`src/rtl/cu_dp_pkg.sv`:
```
// Shared definitions for the control-unit / datapath interface:
// default widths, ALU opcode encoding and instruction-class codes.
package cu_dp_pkg;

  localparam int DEF_DATA_WIDTH = 8;
  localparam int DEF_ADDR_BITS  = 5;

  typedef enum logic [3:0] {
    OP_ADD  = 4'h0,
    OP_SUB  = 4'h1,
    OP_AND  = 4'h2,
    OP_OR   = 4'h3,
    OP_XOR  = 4'h4,
    OP_NOT  = 4'h5,
    OP_SLL  = 4'h6,
    OP_SRL  = 4'h7,
    OP_SLTU = 4'h8,
    OP_EQ   = 4'h9,
    OP_NOP  = 4'hF
  } opcode_e;

  // Instruction classes as seen by the control unit.
  localparam logic [1:0] CLS_STD   = 2'b01;
  localparam logic [1:0] CLS_LOAD  = 2'b10;
  localparam logic [1:0] CLS_STORE = 2'b11;

  // Opcodes 0..9 do real work; NOP and the reserved codes never write memory.
  function automatic logic op_is_legal(input logic [3:0] op);
    return (op <= 4'h9);
  endfunction

endpackage

```
`src/rtl/exec_alu.sv`:
```
// Combinational ALU: result is truncated to W bits, carries are discarded.
// o_legal is low for NOP and reserved opcodes so the caller can gate writes.
module exec_alu
  import cu_dp_pkg::*;
#(
  parameter int W = DEF_DATA_WIDTH
) (
  input  logic [W-1:0] i_a,
  input  logic [W-1:0] i_b,
  input  logic [3:0]   i_opcode,
  output logic [W-1:0] o_result,
  output logic         o_legal
);

  logic [2:0] w_shamt;

  assign w_shamt = i_b[2:0];

  // Opcode decode; reserved codes and NOP produce 0.
  always_comb begin
    o_result = '0;
    o_legal  = op_is_legal(i_opcode);
    case (i_opcode)
      OP_ADD:  o_result = i_a + i_b;
      OP_SUB:  o_result = i_a - i_b;
      OP_AND:  o_result = i_a & i_b;
      OP_OR:   o_result = i_a | i_b;
      OP_XOR:  o_result = i_a ^ i_b;
      OP_NOT:  o_result = ~i_a;
      OP_SLL:  o_result = i_a << w_shamt;
      OP_SRL:  o_result = i_a >> w_shamt;
      OP_SLTU: o_result = (i_a < i_b) ? W'(1) : '0;
      OP_EQ:   o_result = (i_a == i_b) ? W'(1) : '0;
      default: o_result = '0;
    endcase
  end

endmodule

```
`src/rtl/exec_mem_unit.sv`:
```
// Execute / memory responder for the control unit.
// Two-stage pipeline: E registers the ALU result and store data, M performs
// the data-memory read (read-before-write) and optional write, then returns
// either the ALU result or the read data. One op per cycle, no stalls.
module exec_mem_unit
  import cu_dp_pkg::*;
#(
  parameter int DATA_WIDTH = DEF_DATA_WIDTH,
  parameter int ADDR_BITS  = DEF_ADDR_BITS
) (
  input  logic                  clk,
  input  logic                  rst,
  input  logic [DATA_WIDTH-1:0] operand1,
  input  logic [DATA_WIDTH-1:0] operand2,
  input  logic [DATA_WIDTH-1:0] offset,
  input  logic [3:0]            opcode,
  input  logic                  sel1,
  input  logic                  sel3,
  input  logic                  w_r,
  output logic [DATA_WIDTH-1:0] result2,
  output logic                  zero,
  output logic                  addr_oob
);

  localparam int DEPTH = 1 << ADDR_BITS;

  logic [DATA_WIDTH-1:0] w_alu_b;
  logic [DATA_WIDTH-1:0] w_alu_result;
  logic                  w_alu_legal;

  // E-stage registers
  logic [DATA_WIDTH-1:0] r_alu_q;
  logic [DATA_WIDTH-1:0] r_wdata_q;
  logic                  r_sel1_q;
  logic                  r_we_q;

  // M-stage registers
  logic [DATA_WIDTH-1:0] r_alu_q2;
  logic [DATA_WIDTH-1:0] r_rdata_q;
  logic                  r_sel1_q2;
  logic                  r_zero;
  logic                  r_addr_oob;

  // Data memory; cleared by reset, so it is built from flops.
  logic [DATA_WIDTH-1:0] r_mem [DEPTH];

  logic [ADDR_BITS-1:0]  w_addr;
  logic                  w_addr_hi_set;
  logic                  w_mem_access;

  assign w_alu_b = sel3 ? offset : operand2;

  exec_alu #(
    .W(DATA_WIDTH)
  ) u_alu (
    .i_a      (operand1),
    .i_b      (w_alu_b),
    .i_opcode (opcode),
    .o_result (w_alu_result),
    .o_legal  (w_alu_legal)
  );

  // The access uses the truncated address; the upper bits only flag misuse.
  assign w_addr        = r_alu_q[ADDR_BITS-1:0];
  assign w_addr_hi_set = |r_alu_q[DATA_WIDTH-1:ADDR_BITS];
  assign w_mem_access  = r_we_q | ~r_sel1_q;

  // E stage: capture ALU result, store data and the gated write enable.
  always_ff @(posedge clk or negedge rst) begin
    if (!rst) begin
      r_alu_q   <= '0;
      r_wdata_q <= '0;
      r_sel1_q  <= 1'b0;
      r_we_q    <= 1'b0;
    end else begin
      r_alu_q   <= w_alu_result;
      r_wdata_q <= operand2;
      r_sel1_q  <= sel1;
      r_we_q    <= w_r & w_alu_legal;
    end
  end

  // M stage: read old data, forward ALU result, track sticky out-of-range flag.
  always_ff @(posedge clk or negedge rst) begin
    if (!rst) begin
      r_alu_q2   <= '0;
      r_rdata_q  <= '0;
      r_sel1_q2  <= 1'b0;
      r_zero     <= 1'b0;
      r_addr_oob <= 1'b0;
    end else begin
      r_alu_q2  <= r_alu_q;
      r_rdata_q <= r_mem[w_addr];
      r_sel1_q2 <= r_sel1_q;
      r_zero    <= (r_alu_q == '0);
      if (w_mem_access && w_addr_hi_set) begin
        r_addr_oob <= 1'b1;
      end
    end
  end

  // M stage memory write; an in-flight write is lost when reset hits.
  always_ff @(posedge clk or negedge rst) begin
    if (!rst) begin
      for (int i = 0; i < DEPTH; i++) begin
        r_mem[i] <= '0;
      end
    end else if (r_we_q) begin
      r_mem[w_addr] <= r_wdata_q;
    end
  end

  assign result2  = r_sel1_q2 ? r_alu_q2 : r_rdata_q;
  assign zero     = r_zero;
  assign addr_oob = r_addr_oob;

endmodule
```
`config.mk`:
```
export PLATFORM = sky130hd
export DESIGN_NAME = exec_mem_unit
export DESIGN_NICKNAME = d
export VERILOG_FILES = /design/src/rtl/cu_dp_pkg.sv /design/src/rtl/exec_alu.sv /design/src/rtl/exec_mem_unit.sv
export SDC_FILE = /design/constraint.sdc
export NUM_CORES = 1
export LEC_CHECK = 0
export ABC_AREA = 1
export BUFFER_PORTS_ARGS = -buffer_cell sky130_fd_sc_hd__buf_4
export CAP_MARGIN = 10
export CORE_UTILIZATION = 40
export CTS_BUF_LIST = sky130_fd_sc_hd__clkbuf_8
export DETAILED_ROUTE_END_ITERATION = 7
export SLEW_MARGIN = 20
export SYNTH_ARGS = -nofsm -noshare
export SYNTH_HDL_FRONTEND = slang
export SYNTH_HIERARCHICAL = 1
export SYNTH_SLANG_ARGS = --single-unit
export TNS_END_PERCENT = 5
```
`constraint.sdc`:
```
create_clock -name clk -period 1.75 [get_ports clk]
set_input_delay 0.2625 -clock clk [delete_from_list [all_inputs] [get_ports clk]]
set_output_delay 0.2625 -clock clk [all_outputs]
set_load 0.1 [all_outputs]
```
# After elaboration in Yosys (flattened, before gate mapping)
# Cells that the tools add are included.
[classes]
magnitude_cmp = 4
n_shift = 2
n_bitwise = 8
n_addsub = 2
n_mux = 11
reduce_logical = 5
n_eq_ne = 10
[ops]
columns = ["op", "count"]
rows = [
  ["256-bit bitwise mux", 1],
  ["8-bit one-hot mux with 10 select lines", 1],
  ["8-bit binary-select mux with 5-bit select", 1],
  ["8-bit demux with 5-bit select", 1],
  ["8-bit two-way mux", 5],
  ["4-bit by 3-bit == test with 1-bit output (second input constant)", 4],
  ["8-bit adder", 1],
  ["8-bit bitwise AND", 1],
  ["4-bit by 2-bit == test with 1-bit output (second input constant)", 2],
  ["4-bit == test (second input constant)", 2],
  ["8-bit == test", 1],
  ["8-bit zero test", 1],
  ["8-bit < comparator", 1],
  ["8-bit NOT", 1],
  ["8-bit bitwise OR", 1],
  ["8-bit by 3-bit << shifter with 8-bit output", 1],
  ["8-bit by 3-bit >> shifter with 8-bit output", 1],
  ["8-bit subtractor", 1],
  ["8-bit XOR", 1],
  ["6-bit >= comparator (second input constant)", 1],
  ["6-bit by 1-bit < comparator with 1-bit output (second input constant)", 1],
  ["5-bit NOT with 6-bit output", 1],
  ["4-bit by 1-bit == test with 1-bit output (second input constant)", 1],
  ["4-bit less-or-equal comparator (second input constant)", 1],
  ["7 further kinds", 9],
]
[word_totals]
register_bits = 293
in_bits = 33
word_cells = 83
out_inout_bits = 10

# Depth between registers and ports, before layout
# Gate-level depths: netlist (run 1).
[depth]
ltp_word = 6
depth_mapped = 15

# Cells and area by module
# The synthesis (run 1) kept the hierarchy.
[by_module_without_submodules]
columns = ["module", "area_per_inst_um2", "n_inst", "cells_each", "seq_area_each_um2"]
rows = [
  ["exec_mem_unit", 13456.7, 1, 1695, 7332.0],
  ["exec_alu", 1838.0, 1, 354, 0.0],
]

# Least setup slack after synthesis (run 1)
# No wires, ideal clock.
[synth_path]
path_type = "input to register"
from = "in sel3"
to = "reg r_alu_q[2]"
n_path_buf = 1
arrival_time_ns = 2.100
path_stages = 9
slack_ns = -0.475
path_cell_list = "clkbuf_1 -> mux2_2 -> ha_1 -> fa_1 -> or2_2 -> nand3_1 -> nand4_1 -> nor2_1 -> nand3_1"
[synth_between]
elab_chain_cells = 3
[synth_rtl]
columns = ["element", "line", "source"]
rows = [
  ["start: declaration", "exec_mem_unit.sv:18", "input logic sel3,"],
  ["8-bit two-way mux (*)", "exec_mem_unit.sv:51", "assign w_alu_b = sel3 ? offset : operand2;"],
  ["via w_alu_b[0]", "exec_mem_unit.sv:27", "logic [DATA_WIDTH-1:0] w_alu_b;"],
  ["8-bit subtractor (tied with other cells)", "exec_alu.sv:25", "OP_SUB: o_result = i_a - i_b;"],
  ["8-bit one-hot mux with 10 select lines (*)", "exec_alu.sv:23", "case (i_opcode)"],
  ["via w_alu_result[2]", "exec_mem_unit.sv:28", "logic [DATA_WIDTH-1:0] w_alu_result;"],
  ["end signal: assignment", "exec_mem_unit.sv:76", "r_alu_q <= w_alu_result;"],
  ["end: declaration", "exec_mem_unit.sv:32", "logic [DATA_WIDTH-1:0] r_alu_q;"],
]
# Mark *: on every way through the listed nets, which the timed path passes. The rest lies on a longest branch.
# A chain may end at the register's enable or synchronous reset.

# Final worst setup path (run 1)
[layout_path]
from = "reg r_sel1_q2"
to = "out result2[3]"
[layout_between]
elab_chain_cells = 1
[layout_rtl]
columns = ["element", "line", "source"]
rows = [
  ["start: declaration", "exec_mem_unit.sv:40", "logic r_sel1_q2;"],
  ["start signal: assignment", "exec_mem_unit.sv:94", "r_sel1_q2 <= r_sel1_q;"],
  ["8-bit two-way mux", "exec_mem_unit.sv:113", "assign result2 = r_sel1_q2 ? r_alu_q2 : r_rdata_q;"],
  ["end: declaration", "exec_mem_unit.sv:20", "output logic [DATA_WIDTH-1:0] result2,"],
]
# Every way passes these cells.

==> results of run 1 <==
-- power by group --
group          switching, uW  internal, uW  leakage (uW)  total, uW
logic                   3440          2140       0.00516       5580
clock network           2800          3590      0.000615       6400
registers                764          8210       0.00392       8980
-- cells by family (layout without fill, tap and decap cells) --
logic type               count (synthesis)  in the layout  share of synthesized area
AND/OR/NAND/NOR                       1228           1228                      0.325
AO/OA/AOI/OAI                          298            298                      0.103
flip-flops                             293            293                      0.479
buffers and inverters                  185            331                     0.0564
adder cells (fa/ha/maj)                 28             28                     0.0239
multiplexers                            16             16                     0.0118
XOR/XNOR                                 1              1                   0.000573
-- path summary, 6_finish.rpt --
kind / from / endpoint / slack [ns] / cells past startpoint
max: r_sel1_q2 / result2[3] / -0.15 / 3
min: opcode[1] / r_we_q / 0.11 / 4
max reg2reg: r_alu_q[0] / r_rdata_q[5] / 0 / 10
min reg2reg: r_alu_q[7] / r_alu_q2[7] / 0.38 / 0
max in group asynchronous: rst / r_mem[8] / 0.87 / 4
min in group asynchronous: rst / r_mem[242] / 0.16 / 2
-- registers in the layout, indices dropped and copies added, names as in the netlist, 8 cells and up --
name	cells
r_alu_q	8
r_alu_q2	8
r_mem	256
r_rdata_q	8
r_wdata_q	8
-- metal layers --
metal  vias up  GRT usage
met1      6322      0.322
met3        69     0.0285
met2       265      0.387
li1       6689          -
met5         -          0
met4         0     0.0769
-- cell type report --
| cell class | count | area (sq um) |
|---|---|---|
| Sequential cell | 293 | 7340 |
| Tap cell | 511 | 639 |
| Clock inverter | 23 | 121 |
| Inverter | 69 | 287 |
| Fill cell | 3809 | 19300 |
| Timing Repair Buffer | 171 | 1780 |
| Clock buffer | 68 | 936 |
| Multi-Input combinational cell | 1571 | 7250 |
-- per-stage QoR --
stage	hold WS (ns)	area (sq um)	cells	total power [uW]	TNS [ns]
global route	0.139	18400	2706	22300	-4.86
CTS	0.0993	18300	2706	21100	-1.49
finish	0.110	18400	2706	21000	-1.16
global placement	0.171	16900	2604	14300	-12.27
detailed placement	0.173	16900	2604	14400	-13.66
floorplan	-0.0331	15400	2049	12500	-0.949
-- placed cells by master, fill, tap and decap left out, types with 2 or more instances in the layout --
cell / synthesis / routed
inv_4: 1 / 4
nor2_4: 6 / 6
clkinv_2: 0 / 4
o21ai_0: 149 / 149
buf_12: 0 / 35
nand3_1: 56 / 54
nor2_2: 6 / 12
buf_4: 5 / 119
buf_8: 0 / 2
nor3_4: 1 / 2
buf_6: 16 / 4
inv_2: 13 / 10
a21oi_2: 4 / 4
dlygate4sd3_1: 0 / 11
nor4_4: 2 / 2
o22ai_1: 3 / 3
nand2_2: 6 / 13
nor3_2: 6 / 5
ha_1: 26 / 25
o21ai_2: 17 / 17
nor3_1: 2 / 2
a21oi_1: 44 / 44
dfrtp_1: 293 / 291
nand4_1: 6 / 6
inv_6: 0 / 2
clkbuf_8: 0 / 68
o21ai_1: 77 / 77
and2_1: 2 / 2
nand2_1: 1037 / 1025
nor2_1: 82 / 76
mux2_2: 16 / 5
nand3_2: 1 / 3
mux2_4: 0 / 11
inv_1: 54 / 69
nand2_4: 11 / 15
-- timing repair --
item | in CTS | in global routing
hold buffers | 11 | 0
endpoints found under the setup margin | 113 | 204
resized for setup | 49 | 24
gates cloned | 0 | 0
buffers inserted | 0 | 0
hold endpoints to repair | 283 | 0
-- worst max-delay path: stages (launching register included) --
cell and delay [ns]:
dfrtp_1 0.38, buf_8 0.16, mux2_4 0.34, buf_12 0.17
==> flow_metrics.tcl, run 1 <==
set metrics [dict create \
    status "complete, but fails checks" \
    failed_checks "setup timing" \
    synth_cell_types 42 \
    route.met2.wl_microns 20900 \
    drive_gt1_frac 0.160 \
    p_leak_uw 0.00969 \
    fin_worst_skew_ns 0.0247 \
    worst_pin_slew_ns 0.442 \
    synth_top_area_frac 0.479 \
    place.gp.congestion 0.927 \
    pre_cts_ws_ns -0.404 \
    critPathCaptureType "output pin" \
    slew_headroom 0.705 \
    worst_slack_ns -0.153 \
    syn2layout_area_growth_pct 20.0 \
    ys_seq_elements 293 \
    synth_commonest_cells "nand2_1 (1037), dfrtp_1 (293), o21ai_0 (149), nor2_1 (82), o21ai_1 (77)" \
    tritoncts "done" \
    core-area_sq_um 37700 \
    grtUsageTotal 0.235 \
    synth_edf_count 0 \
    via_per_inst 4.93 \
    yosysSeqAreaShare 0.479 \
    grt_pass1_vias 13200 \
    met1Wirelength_microns 20600 \
    syn_area_per_cell_sq_um 7.46 \
    yosys.area.top_type "dfrtp_1" \
    antenna_found_initial 0 \
    grt_max_degree 72 \
    htree_levels 2 \
    wirelength_microns 44300 \
    clkLatencyLatePin_ns 0.60 \
    hpwl_microns 29400 \
    port-buffer-count 42 \
    synth_ff_type "dfrtp_1" \
    wl_per_cell_microns 16.4 \
    vdd_drop_max_mv 0.516 \
    gr-total-overflow 0 \
    hold_viol_final 0 \
    cp.arrival_ns 1.64 \
    synth.area.top_cells "dfrtp_1 (48%), nand2_1 (25%), o21ai_0 (4.9%), o21ai_1 (2.5%), ha_1 (2.1%)" \
    die_x_microns 198 \
    drt-initial-drc-count 846 \
    dieArea_sq_um 39000 \
    timing.fmax_mhz 526 \
    n_antenna_cell 0 \
    io_pins 43 \
    async_flop_share 1.00 \
    cts_buffers 52 \
    min_period_ns 1.90 \
    start_kind "flop" \
    hp-class "input pin to flop" \
    syn_area_sq_um 15300 \
    dr.max_layer_used "met4" \
    max_cap_violations 0 \
    firstDrtPassIters 5 \
    synth_most_common_cell "nand2_1" \
    vias 13300 \
    start_util 0.406 \
    syn_inst 2049 \
    slew_viol_final 0 \
    row_count 71 \
    cp_data_required_time_ns 1.49 \
    synth_nets 2110 \
    drtAntennaViolNets 0 \
    grt_setup_unrepaired "yes" \
    finalSetupViolCount 9 \
    crit_type "flop to output pin" \
    grt_pass1_wl_microns 71800 \
    cts.sinks 293 \
    cts-root-buf "clkbuf_8" \
    drc 0 \
    wl_met3_microns 1670 \
    clockBufferDepth 3 \
    final_util 0.487 \
    path_max_fanout 8 \
    nets 2219 \
    power_density_nw_per_um2 1140 \
    min_period_over_period 1.09 \
    yosysWarnings 6 \
    clk_pin_slew_ns 0.06 \
    die_height_microns 198 \
]
Power figures use the tool's default switching activity.
==> run 2, diff against run 1 <==
--- a/config.mk
+++ b/config.mk
@@ -8,9 +8,11 @@
 export ABC_AREA = 1
 export BUFFER_PORTS_ARGS = -buffer_cell sky130_fd_sc_hd__buf_4
 export CAP_MARGIN = 10
+export CORE_ASPECT_RATIO = 1.4
 export CORE_UTILIZATION = 40
 export CTS_BUF_LIST = sky130_fd_sc_hd__clkbuf_8
 export DETAILED_ROUTE_END_ITERATION = 7
+export PLACE_DENSITY = 0.61
 export SLEW_MARGIN = 20
 export SYNTH_ARGS = -nofsm -noshare
 export SYNTH_HDL_FRONTEND = slang
==> flow_metrics.tcl, run 2 (synthesis gave the netlist of run 1 again) <==
set metrics [dict create \
    status "complete, but fails checks" \
    failed_checks "setup timing" \
    port-buffer-count 42 \
    grtUsageTotal 0.236 \
    worst_slack_ns -0.167 \
    start_util 0.406 \
    via_per_inst 4.99 \
    final_util 0.482 \
    hold_viol_final 0 \
    hp-class "input pin to flop" \
    cpPeakStageDelay_ns 0.39 \
    holdWs_ns 0.144 \
    regMostFlops "r_mem" \
    htree_levels 2 \
    cp_num_cells 3 \
    power_density_nw_per_um2 1110 \
    cp_top_family "flip-flops" \
    layout_commonest_cell "nand2_1" \
    syn2layout_area_growth_pct 18.7 \
    hold_path_depth 4 \
    slew_viol_final 0 \
    largest_reg_flops 256 \
    tritoncts "done" \
    io_pins 43 \
    hpwl_microns 30100 \
    drc 0 \
    path_max_fanout 7 \
    cts.sinks 293 \
    holdCritStartpoint "operand1[0]" \
    min_period_ns 1.92 \
    slew_headroom 0.703 \
    worst_pin_slew_ns 0.441 \
    grt_max_degree 68 \
    power.total_uw 20200 \
    drt-initial-drc-count 876 \
    cp.arrival_ns 1.65 \
    drtAntennaViolNets 0 \
    max_cap_violations 0 \
    drive_gt1_frac 0.158 \
    crit_type "flop to output pin" \
    cp_data_required_time_ns 1.49 \
    critPathCaptureType "output pin" \
    crit_buf_inv 2 \
    cts_buffers 46 \
    place.gp.congestion 0.886 \
    clk_pin_slew_ns 0.06 \
    vias 13400 \
    gr-total-overflow 0 \
    p_leak_uw 0.00964 \
    antenna_found_initial 1 \
    crit_chain "buf_6 -> mux2_4 -> buf_12" \
    r2r-start "r_alu_q[0]" \
    fin_worst_skew_ns 0.0356 \
    wirelength_microns 44700 \
    cts-root-buf "clkbuf_8" \
    clkLatencyLatePin_ns 0.60 \
    dieArea_sq_um 39000 \
    wl_per_cell_microns 16.7 \
    die_x_microns 167 \
    grt_pass1_vias 13200 \
    final_cell_mix "nand2_1 (1032), dfrtp_1 (291), o21ai_0 (148)" \
    pre_cts_ws_ns -0.407 \
    finalSetupViolCount 8 \
    placed_cells 2586 \
    die_height_microns 233 \
    clockBufferDepth 3 \
    min_period_over_period 1.10 \
    nets 2234 \
    stdcell_count 2678 \
    timing.fmax_mhz 522 \
    vdd_drop_max_mv 0.495 \
    grt_pass1_wl_microns 71900 \
    core-area_sq_um 37600 \
    grt_setup_unrepaired "yes" \
    rr_worst_depth 10 \
    crit_path_start "r_sel1_q2" \
    row_count 84 \
    cp_slowest_cell "dfrtp_1" \
    firstDrtPassIters 5 \
    start_kind "flop" \
]
-- run 2: changes by cell type in the layout (fill, tap and decap cells not counted), sizes merged --
cell | before | now
clkinvlp | 1 | 0
diode | 0 | 2
clkbuf | 68 | 56
buf | 160 | 181
-- run 2: timing repair --
item / CTS / global route
hold buffers: 11 / 0
endpoints found under the setup margin: 46 / 81
pin swaps: 0 / 0
endpoints found under the hold margin: 282 / 0
gates resized for setup: 36 / 12
setup buffers: 1 / 0
-- run 2: area by class of cell --
class                           instances  area [sq um]
Tap cell                              473           592
Fill cell                            3727         19500
Multi-Input combinational cell       1571          7190
Antenna cell                            2          5.00
Clock buffer                           56           771
Sequential cell                       293          7340
Clock inverter                         22           113
Inverter                               69           273
Timing Repair Buffer                  192          1880
-- run 2: layer usage --
layer,share of wire,GRT usage,vias to the layer above
li1,-,-,6704
met1,0.41,0.277,6203
met2,0.50,0.421,337
met3,0.041,0.0298,116
met4,0.049,0.122,0
met5,0,0,-
-- run 2: worst paths after layout --
| kind | to | slack [ns] |
|---|---|---|
| max | result2[4] | -0.17 |
| min | r_alu_q[0] | 0.14 |
| max reg2reg | r_rdata_q[6] | 0.03 |
| min reg2reg | r_sel1_q2 | 0.38 |
| max in group asynchronous | r_alu_q[0] | 0.88 |
| min in group asynchronous | r_mem[88] | 0.16 |
-- run 2: worst reg2reg max path, cell delays in order, from the launching register on --
cell and delay (ns):
dfrtp_4 0.52, buf_4 0.36, nand2_1 0.11, nand2_1 0.08, nand2_1 0.06, nand2_1 0.12
nand2_1 0.07, nand2_1 0.06, nor2_1 0.04, buf_4 0.15, nand2_1 0.09
-- run 2: per-stage QoR --
stage	area, sq um	setup TNS [ns]
after floorplan	15400	-0.949
after global placement	17000	-5.65
after detailed placement	17000	-6.17
after CTS	18100	-1.29
after global routing	18100	-2.19
final	18200	-1.09
-- run 2: report_power, final --
part	leakage (uW)	switching, uW	internal, uW	total [uW]
Combinational	0.00519	3440	2130	5570
Clock	0.000524	2680	3010	5690
Sequential	0.00392	759	8210	8970
Total	0.00964	6880	13300	20200
==> run 3, diff against run 2 <==
--- a/config.mk
+++ b/config.mk
@@ -8,7 +8,7 @@
 export ABC_AREA = 1
 export BUFFER_PORTS_ARGS = -buffer_cell sky130_fd_sc_hd__buf_4
 export CAP_MARGIN = 10
-export CORE_ASPECT_RATIO = 1.4
+export CORE_ASPECT_RATIO = 0.5
 export CORE_UTILIZATION = 40
 export CTS_BUF_LIST = sky130_fd_sc_hd__clkbuf_8
 export DETAILED_ROUTE_END_ITERATION = 7
==> flow_metrics.tcl, run 3 (synthesis gave the netlist of run 1 again) <==
set metrics [dict create \
    wl_per_cell_microns 16.3 \
    drc 0 \
    die_height_microns 140 \
    tritoncts "done" \
    largest_reg_flops 256 \
    firstDrtPassIters 5 \
    slew_viol_final 0 \
    regMostFlops "r_mem" \
    place.gp.congestion 0.910 \
    min_period_over_period 1.09 \
    crit_chain "buf_12 -> mux2_4 -> buf_12" \
    core-area_sq_um 37500 \
    placed_cells 2594 \
    nets 2222 \
    crit_end "result2[7]" \
    clkLatencyLatePin_ns 0.59 \
    wirelength_microns 43800 \
    cp_slowest_cell "dfrtp_2" \
    r2r-start "r_alu_q[0]" \
    grtUsageTotal 0.230 \
    stdcell_count 2691 \
    switching_share 0.340 \
    vias 13300 \
    cts_buffers 46 \
    hp-class "input pin to asynchronous set/reset pin" \
    power.share.clock 0.296 \
    drtAntennaViolNets 0 \
    switching_power_uw 6980 \
    grt_pass1_vias 12700 \
    hpwl_microns 29200 \
    failed_checks "setup timing" \
    cp_top_family "flip-flops" \
    pre_cts_ws_ns -0.370 \
    combPwrFrac 0.267 \
    critPathCaptureType "output pin" \
    crit_buf_inv 2 \
    p_leak_uw 0.00963 \
    syn2layout_area_growth_pct 19.2 \
    slew_headroom 0.615 \
    max_cap_violations 0 \
    gr-total-overflow 0 \
    hold_viol_final 0 \
    crit_type "flop to output pin" \
    rr_worst_depth 9 \
    port-buffer-count 42 \
    power_density_nw_per_um2 1130 \
    fin_worst_skew_ns 0.0244 \
    worst_pin_slew_ns 0.578 \
    grt_max_degree 77 \
    htree_levels 2 \
    final_util 0.486 \
    cp_data_required_time_ns 1.49 \
    status "complete, but fails checks" \
    layout_commonest_cell "nand2_1" \
    via_per_inst 4.94 \
    clk_pin_slew_ns 0.06 \
    cp_num_cells 3 \
    antenna_found_initial 1 \
    io_pins 43 \
    drive_gt1_frac 0.161 \
    r2r_setup_slack_ns -0.06 \
    min_period_ns 1.91 \
    crit_top_cell "buf_12" \
    cts.sinks 293 \
    drt-initial-drc-count 1116 \
    timing.rr.end "r_rdata_q[5]" \
    vdd_drop_max_mv 0.465 \
    finalSetupViolCount 9 \
    row_count 50 \
    path_max_fanout 7 \
    timing.fmax_mhz 523 \
    grt_pass1_wl_microns 71400 \
    cpPeakStageDelay_ns 0.42 \
    crit_path_start "r_sel1_q2" \
    start_util 0.407 \
    clockBufferDepth 3 \
    p_int_uw 13600 \
    final_cell_mix "nand2_1 (1033), dfrtp_1 (288), o21ai_0 (146)" \
    start_kind "flop" \
    grt_setup_unrepaired "yes" \
    dieArea_sq_um 39100 \
    cts-root-buf "clkbuf_8" \
    power_frac_seq 0.436 \
    worst_slack_ns -0.163 \
    die_x_microns 279 \
    cp.arrival_ns 1.65 \
]
## run 3: stage by stage
step / cell area [sq um] / hold slack, ns / TNS, ns / total power (uW)
after floorplan: 15400 / -0.0331 / -0.949 / 12500
after global placement: 16900 / 0.167 / -3.07 / 14200
after detailed placement: 16900 / 0.163 / -3.53 / 14300
after CTS: 18100 / 0.127 / -1.49 / 20700
after global routing: 18200 / 0.164 / -2.14 / 21900
final: 18200 / 0.158 / -1.25 / 20600
## run 3: cell type report
type	instances	area (sq um)
fillers	3779	19300
flip-flops and latches	293	7340
multi-input cells	1571	7210
repair buffers	180	1820
clock buffers	59	812
well taps	494	618
inverters	69	273
clock inverters	24	149
diodes	1	2.50
## run 3: how the worst min path moves through the flow
stage	start	end	slack, ns	cells after the start
global route	rst	r_mem[219]	0.16	2
detailed placement	rst	r_mem[220]	0.16	1
CTS	rst	r_mem[166]	0.13	2
global placement	rst	r_mem[219]	0.17	1
floorplan	rst	addr_oob	-0.03	0
finish	rst	r_mem[220]	0.16	2
## run 3: power by group through the flow
stage / clock network, uW / registers [uW] / logic, uW
after floorplan: 0 / 8900 / 3570
after global placement: 0 / 9030 / 5200
after detailed placement: 0 / 9050 / 5280
after CTS: 6230 / 8960 / 5470
after global routing: 6540 / 9140 / 6190
final: 6100 / 8970 / 5500
## run 3: routing by layer
metal  vias up  wire (microns)  GRT usage  part of all wire
li1       6690               -          -                 -
met1      6256           21900      0.348              0.50
met2       291           18900      0.348              0.43
met3        58            2230     0.0334             0.051
met4         0             802     0.0529             0.018
met5         -               0          0                 0
## run 3: what timing repair did
item / CTS / global route
endpoints found under the hold margin: 262 / 0
setup endpoints to repair: 34 / 154
gates cloned: 0 / 0
pin swaps: 0 / 2
hold buffers: 11 / 0
buffers inserted: 2 / 0
resized for setup: 28 / 32
